[src/rtl/mips_cpu_div_pkg.sv]
// Shared types and sizing helpers for the iterative MIPS DIV/DIVU unit.
package mips_cpu_div_pkg;

  typedef enum logic [1:0] {
    IDLE = 2'd0,
    CALC = 2'd1,
    FIX  = 2'd2,
    DONE = 2'd3
  } div_state_t;

  // Step counter must hold WIDTH-1; one spare bit keeps non-power-of-two widths safe.
  function automatic int unsigned div_cnt_width(input int unsigned width);
    return $clog2(width) + 1;
  endfunction

endpackage

[src/rtl/mips_cpu_div_step.sv]
// One combinational restoring-division step: shift {acc,q} left, subtract divisor if it fits.
module mips_cpu_div_step #(
  parameter int unsigned WIDTH = 32
) (
  input  logic [WIDTH:0]   acc,
  input  logic [WIDTH-1:0] q,
  input  logic [WIDTH-1:0] divisor,
  output logic [WIDTH:0]   acc_next_c,
  output logic [WIDTH-1:0] q_next_c
);

  logic [WIDTH:0] shifted_c;
  logic [WIDTH:0] diff_c;
  logic [WIDTH:0] divisor_ext_c;
  // acc stays below the divisor between steps, so its top bit is always zero here.
  logic           acc_msb_unused;

  assign acc_msb_unused = acc[WIDTH];
  assign shifted_c      = {acc[WIDTH-1:0], q[WIDTH-1]};
  assign divisor_ext_c  = {1'b0, divisor};
  assign diff_c         = shifted_c - divisor_ext_c;

  always_comb begin
    acc_next_c = shifted_c;
    q_next_c   = {q[WIDTH-2:0], 1'b0};
    if (shifted_c >= divisor_ext_c) begin
      acc_next_c  = diff_c;
      q_next_c[0] = 1'b1;
    end
  end

endmodule

[src/rtl/mips_cpu_div_unit.sv]
// Iterative restoring divider for MIPS DIV/DIVU: magnitude datapath plus sign fix-up,
// busy/done handshake, divide-by-zero shortcut.
module mips_cpu_div_unit
  import mips_cpu_div_pkg::*;
#(
  parameter int unsigned WIDTH = 32
) (
  input  logic             clk,
  input  logic             reset,
  input  logic             start,
  input  logic             is_signed,
  input  logic [WIDTH-1:0] Dividend,
  input  logic [WIDTH-1:0] Divisor,
  output logic             busy,
  output logic             done,
  output logic [WIDTH-1:0] Quotient,
  output logic [WIDTH-1:0] Remainder,
  output logic             dbz
);

  localparam int unsigned   CW   = div_cnt_width(WIDTH);
  localparam logic [CW-1:0] LAST = CW'(WIDTH - 1);

  div_state_t       state;
  logic [CW-1:0]    count;
  logic [WIDTH:0]   acc;
  logic [WIDTH-1:0] q;
  logic [WIDTH-1:0] bmag;
  logic             neg_q;
  logic             neg_r;

  logic             sa_c;
  logic             sb_c;
  logic [WIDTH-1:0] amag_c;
  logic [WIDTH-1:0] bmag_c;
  logic [WIDTH:0]   acc_step_c;
  logic [WIDTH-1:0] q_step_c;

  // Operand magnitudes; MIN negates to itself, which is the correct unsigned magnitude.
  assign sa_c   = is_signed & Dividend[WIDTH-1];
  assign sb_c   = is_signed & Divisor[WIDTH-1];
  assign amag_c = sa_c ? -Dividend : Dividend;
  assign bmag_c = sb_c ? -Divisor  : Divisor;

  mips_cpu_div_step #(.WIDTH(WIDTH)) u_step (
    .acc        (acc),
    .q          (q),
    .divisor    (bmag),
    .acc_next_c (acc_step_c),
    .q_next_c   (q_step_c)
  );

  always_ff @(posedge clk) begin
    if (reset) begin
      state     <= IDLE;
      count     <= '0;
      acc       <= '0;
      q         <= '0;
      bmag      <= '0;
      neg_q     <= 1'b0;
      neg_r     <= 1'b0;
      busy      <= 1'b0;
      done      <= 1'b0;
      dbz       <= 1'b0;
      Quotient  <= '0;
      Remainder <= '0;
    end else begin
      case (state)
        IDLE, DONE: begin
          if (start) begin
            if (Divisor == '0) begin
              Quotient  <= '1;
              Remainder <= Dividend;
              done      <= 1'b1;
              dbz       <= 1'b1;
              state     <= DONE;
            end else begin
              acc   <= '0;
              q     <= amag_c;
              bmag  <= bmag_c;
              neg_q <= sa_c ^ sb_c;
              neg_r <= sa_c;
              count <= '0;
              busy  <= 1'b1;
              done  <= 1'b0;
              dbz   <= 1'b0;
              state <= CALC;
            end
          end
        end
        CALC: begin
          acc   <= acc_step_c;
          q     <= q_step_c;
          count <= count + CW'(1);
          if (count == LAST) begin
            state <= FIX;
          end
        end
        FIX: begin
          Quotient  <= neg_q ? -q : q;
          Remainder <= neg_r ? -acc[WIDTH-1:0] : acc[WIDTH-1:0];
          busy      <= 1'b0;
          done      <= 1'b1;
          state     <= DONE;
        end
        default: state <= IDLE;
      endcase
    end
  end

endmodule
[config.mk]
export PLATFORM = sky130hd
export DESIGN_NAME = mips_cpu_div_unit
export DESIGN_NICKNAME = d
export VERILOG_FILES = /design/src/rtl/mips_cpu_div_pkg.sv /design/src/rtl/mips_cpu_div_step.sv /design/src/rtl/mips_cpu_div_unit.sv
export SDC_FILE = /design/constraint.sdc
export NUM_CORES = 1
export LEC_CHECK = 0
export CORE_MARGIN = 3
export CORE_UTILIZATION = 40
export CTS_BUF_LIST = sky130_fd_sc_hd__clkbuf_2
export CTS_CLUSTER_DIAMETER = 50
export DETAILED_ROUTE_END_ITERATION = 7
export GPL_TIMING_DRIVEN = 0
export PLACE_DENSITY = 0.64
export SLEW_MARGIN = 20
export SYNTH_ARGS = -nofsm -noshare
export SYNTH_HDL_FRONTEND = slang
export SYNTH_SLANG_ARGS = --single-unit
[constraint.sdc]
create_clock -name clk -period 4.3 [get_ports clk]
set_input_delay 1.075 -clock clk [delete_from_list [all_inputs] [get_ports clk]]
set_output_delay 1.075 -clock clk [all_outputs]
set_load 0.02 [all_outputs]
==> out/qor.txt, run 1 <==
Dpl cells = 1950
Die ar. = 29910 sq um
Root Driver = clkbuf_2
Clock sink count = 173
Final ANT Viol Nets = 0
Final clock skew = 0.04050 ns
Cell type with the largest total area after synthesis = dfxtp_1
Clock slew at reported path FFs = 0.29 ns
Antenna violations before repair = 1
Status = finished, final reports clean
Clk Latency, worst-skew pair = 0.81 ns
Crit path required time = 5.01 ns
P&R area growth vs syn = 18.39%
Avg Cell Area, Syn = 7.714 sq um
H-tree Lvls = 4
Area contributors post-synth = dfxtp_1 (31%), xor2_1 (7.9%), nor2_1 (5.9%)
HPWL after detailed placement = 29.41 mm
Drt drc = 0
Pwr/cell area = 520.5 nW/um^2
Port bufs = 133
Final worst path period share = 0.9494
Final WL = 36.68 mm
Final #Nets = 1706
Worst setup margin = 0.2174 ns
CP max-delay cell = or4_1
Fin. Hold Viols = 0
Vias per cell = 5.692
Slew HR = 0.3294
Mapped Nets = 1554
Async set-reset flop share out of synthesis = 0
Maxcap violations = 0
CTS hold repair buffers = 0
Post-route insts no fill = 1983
RSZ-0062 raised after global routing = false
Die height = 172.9 um
CTS Buf Count = 17
Post-synth top cells = nor2_1 (175), dfxtp_1 (173), nand2_1 (149)
Core Area = 27180 sq um
Drt pass-1 iters = 6
P_leak = 0.004765 uW
Crit-path max FO = 10
Worst path max stage delay = 0.62 ns
Place WS = -0.8151 ns
Crit start category = input pin
Worst Tran Pin Value = 0.9950 ns
Global-route wire length before repair = 57.66 mm
Fin crit period = 4.083 ns
Yosys cell types = 75
Vias = 11290
Top cell type's share of synthesized area = 0.3107
Total Power = 6868 uW
GRT Util Overall = 0.2380
Worst path cell trace = clkdlybuf4s50_1, or4_1, or3_1, or3_1, nand2b_1, nand3_1, o21ai_1, nor2_2, buf_2, nand2_1, o21ai_0
Initial Util = 0.4102
Post-Syn Area = 11150 sq um
Post-synth EDFFs = 0
CTS tree = done
Hold Path Class = reg2reg
Most used cell, CP = or3_1
Largest net degree at the start of global routing = 19
Clk buf depth = 2
Top FF cell, synth = dfxtp_1
Fraction of layout cells with a size suffix above 1 = 0.04099
Final count of negative-setup-slack endpoints = 0
Critical path capture point type = flip-flop
GPL Wtd Cong = 0.9468
Vias in the first global route = 10620
Yosys reg bits = 173
Util after Layout = 0.4856
Fmax = 244.9 MHz
Io pins = 135
Cell Rows = 60
Setup_tns = 0 ns
Yosys warnings = 0
Slew Limit Fails = 0
Critical path class = in2reg
Die extent in x = 172.9 um
Grt ovf = 0
Worst Path Arrival = 4.80 ns
Most common cell in the netlist = nor2_1
DR iter-0 viols = 1017
Synth Instances = 1445
Register area share after synthesis = 0.3107
Max VDD drop = 0.0002266 V
Routed len/inst = 18.50 um
-- power breakdown --
group          total, uW  switching (uW)  leakage (uW)  internal (uW)
Combinational       3670            2290       0.00322           1380
Sequential          2320             340       0.00141           1980
Clock                880             693      0.000135            187
-- registers in the layout, indices dropped and copies added, names as in the netlist --
signal / cells
Quotient: 32
Remainder: 32
acc: 32
bmag: 32
busy: 1
count: 6
dbz: 1
done: 1
neg_q: 1
neg_r: 1
q: 32
state: 2
-- worst paths after layout --
path	from	endpoint	slack [ns]	cells after the start
min	Remainder[13]$_SDFFE_PP0P_	Remainder[13]$_SDFFE_PP0P_	0.47	2
max	Divisor[18]	acc[19]$_SDFFE_PP0P_	0.22	11
min reg2reg	Remainder[13]$_SDFFE_PP0P_	Remainder[13]$_SDFFE_PP0P_	0.47	2
max reg2reg	acc[12]$_SDFFE_PP0P_	acc[16]$_SDFFE_PP0P_	0.30	11
-- metrics by stage --
stage | instance area (sq um) | hold slack, ns
6_report | 13200 | 0.4697
5_1_grt | 13200 | 0.4816
4_1_cts | 13180 | 0.4710
3_5_place_dp | 12940 | 0.4441
3_3_place_gp | 12940 | 0.4408
2_1_floorplan | 11150 | 0.4319
-- cells in the final DEF (no fill, tap or decap), types with 25 or more instances in the layout --
cell and count:
xnor2_1 47, inv_1 54, nand2_1 149, nor2_1 174, dfxtp_1 173, clkbuf_1 81
nor3_1 25, a211oi_1 85, nand3_1 26, a21oi_1 104, xor2_1 100, ha_1 40
o21ai_0 86, clkdlybuf4s50_1 133
-- per-layer routing --
| metal | track usage | wire length, um | vias up |
|---|---|---|---|
| met2 | 0.3686 | 15770 | 432 |
| met3 | 0.05314 | 2854 | 48 |
| met5 | 0 | 0 | - |
| li1 | - | - | 5527 |
| met4 | 0.06723 | 841 | 0 |
| met1 | 0.3331 | 17220 | 5281 |
-- final cells by class --
type | instances | area [sq um]
diodes | 1 | 2.502
multi-input cells | 1123 | 7106
clock buffers | 17 | 85.08
flip-flops and latches | 173 | 3463
well taps | 372 | 465.4
plain buffers | 94 | 386.6
clock inverters | 15 | 150.1
fillers | 2809 | 13980
repair buffers | 133 | 1331
inverters | 55 | 206.4
-- critical path, delay by kind of cell --
| kind | cells | cell delay (ns) |
|---|---|---|
| simple gates | 7 | 2.43 |
| compound gates | 2 | 0.49 |
| buf+inv | 2 | 0.78 |
-- cell families (layout without fill, tap and decap cells) --
logic type | count (synthesis) | count (layout) | synth area share
AND/OR/NAND/NOR | 480 | 480 | 0.1979
AO/OA/AOI/OAI | 442 | 442 | 0.2642
flip-flops | 173 | 173 | 0.3107
buffers and inverters | 149 | 314 | 0.05320
XOR/XNOR | 147 | 147 | 0.1155
adder cells (fa/ha/maj) | 41 | 41 | 0.04669
multiplexers | 13 | 13 | 0.01179
other | 0 | 1 | 0
-- repair_timing --
action | in CTS | in global routing
setup endpoints to repair | 0 | 71
buffers inserted | 0 | 0
gates resized for setup | 0 | 3
No activity file was read; power rests on OpenSTA's default activity.
==> inputs of run 2 (changes only) <==
--- a/config.mk
+++ b/config.mk
@@ -5,7 +5,6 @@
 export SDC_FILE = /design/constraint.sdc
 export NUM_CORES = 1
 export LEC_CHECK = 0
-export CORE_MARGIN = 3
 export CORE_UTILIZATION = 40
 export CTS_BUF_LIST = sky130_fd_sc_hd__clkbuf_2
 export CTS_CLUSTER_DIAMETER = 50
==> run 2 against run 1 <==
Clock skew up 0.0045 ns. Core utilization about the same. Global-route usage up 1.7 points. Clock-buffer cell count unchanged. Via count down 0.85%. Power down 0.13%. Hold slack better by 0.0068 ns. Cell count unchanged.
==> out/qor.txt, run 2 (synthesis gave the netlist of run 1 again) <==
Fraction of layout cells with a size suffix above 1 = 0.04037
Initial Util = 0.4102
Clock sink count = 173
P&R area growth vs syn = 18.49%
Area of the multi-input gates = 7117 sq um
Port bufs = 133
Pwr/cell area = 519.4 nW/um^2
Cell Rows = 60
Largest net degree at the start of global routing = 19
Die ar. = 28540 sq um
Fin. Hold Viols = 0
Core Area = 27180 sq um
Clk buf depth = 2
Min Hold Slack = 0.4766 ns
Status = finished, final reports clean
Final ANT Viol Nets = 0
Dpl cell area = 12940 sq um
CTS tree = done
Dpl cells = 1950
DR iter-0 viols = 1035
Post-route insts no fill = 1983
H-tree Lvls = 4
Grt ovf = 0
Fin crit period = 4.189 ns
CTS Buf Count = 17
Final count of negative-setup-slack endpoints = 0
GPL Wtd Cong = 0.9244
Fmax = 238.7 MHz
Maxcap violations = 0
GRT Util Overall = 0.2551
Worst Path Arrival = 4.94 ns
Most frequent cells in the layout = nor2_1 (174), dfxtp_1 (173), nand2_1 (149), clkdlybuf4s50_1 (133), a21oi_1 (104)
Final Instance Area = 13210 sq um
Crit-path max FO = 10
Final clock skew = 0.04496 ns
Filler Cells Inserted = 2825
Drt pass-1 iters = 5
Crit path required time = 5.05 ns
Hold Path Class = reg2reg
Io pins = 135
Max VDD drop = 0.0002101 V
Clk Latency, worst-skew pair = 0.81 ns
HPWL after detailed placement = 29.46 mm
Total Power = 6860 uW
Die extent in x = 168.9 um
Place WS = -0.9922 ns
Final WL = 36.60 mm
Final worst path period share = 0.9743
Crit start category = input pin
Clock slew at reported path FFs = 0.28 ns
Critical path capture point type = flip-flop
Vias = 11190
Most common cell after layout, fill and taps aside = nor2_1
RSZ-0062 raised after global routing = false
Slew HR = 0.4046
Worst Tran Pin Value = 0.8872 ns
Slew Limit Fails = 0
Worst setup margin = 0.1106 ns
CTS hold repair buffers = 0
Routed len/inst = 18.46 um
Root Driver = clkbuf_2
Final #Nets = 1706
Drt drc = 0
Critical path class = in2reg
Antenna violations before repair = 1
Register Area = 3463 sq um
Die height = 168.9 um
Vias in the first global route = 10210
Vias per cell = 5.644
P_leak = 0.004779 uW
Global-route wire length before repair = 56.78 mm
[run 2: critical path: stages]
cell             delay, ns
clkdlybuf4s50_1       0.48
or4_1                 0.63
or3_1                 0.48
nor4b_2               0.53
nand3_1               0.36
o21ai_2               0.40
clkbuf_1              0.55
o211ai_1              0.24
a21oi_1               0.18
[run 2: layout make-up]
type | instances | share of cell area
diodes | 1 | 0.0001895
clock buffers | 17 | 0.006442
repair buffers | 133 | 0.1008
flip-flops and latches | 173 | 0.2622
clock inverters | 15 | 0.01137
well taps | 372 | 0.03524
inverters | 55 | 0.01563
plain buffers | 94 | 0.02927
multi-input cells | 1123 | 0.5388
[run 2: worst paths after layout]
path / from / end / slack [ns] / cells past startpoint
worst max-delay path: Divisor[18] / Remainder[15]$_SDFFE_PP0P_ / 0.11 / 9
worst min-delay path: Remainder[13]$_SDFFE_PP0P_ / Remainder[13]$_SDFFE_PP0P_ / 0.48 / 2
worst max register to register: acc[12]$_SDFFE_PP0P_ / acc[16]$_SDFFE_PP0P_ / 0.42 / 11
worst min register to register: Remainder[13]$_SDFFE_PP0P_ / Remainder[13]$_SDFFE_PP0P_ / 0.48 / 2
[run 2: metrics by stage]
step | setup TNS, ns | util
after floorplan | 0 | -
after global routing | 0 | 0.4860
after global placement | -97.36 | 0.4763
after detailed placement | -111.83 | 0.4763
after CTS | 0 | 0.4852
final | 0 | 0.4860
[run 2: layer usage]
metal	vias up	global-route usage	wire length, um
met5	-	0	0
met4	0	0.06561	677
met3	46	0.04162	2643
met2	414	0.4032	16030
met1	5202	0.3587	17250
li1	5530	-	-
[run 2: where the power goes]
part	internal, uW	leakage (uW)	total, uW	switching (uW)
clock network	188	0.000141	876	688
logic	1380	0.00323	3670	2290
registers	1980	0.00141	2320	339
[run 2: timing repair]
action / in CTS / in global routing
resized for setup: 1 / 2
buffers inserted: 0 / 0
setup endpoints to repair: 24 / 41
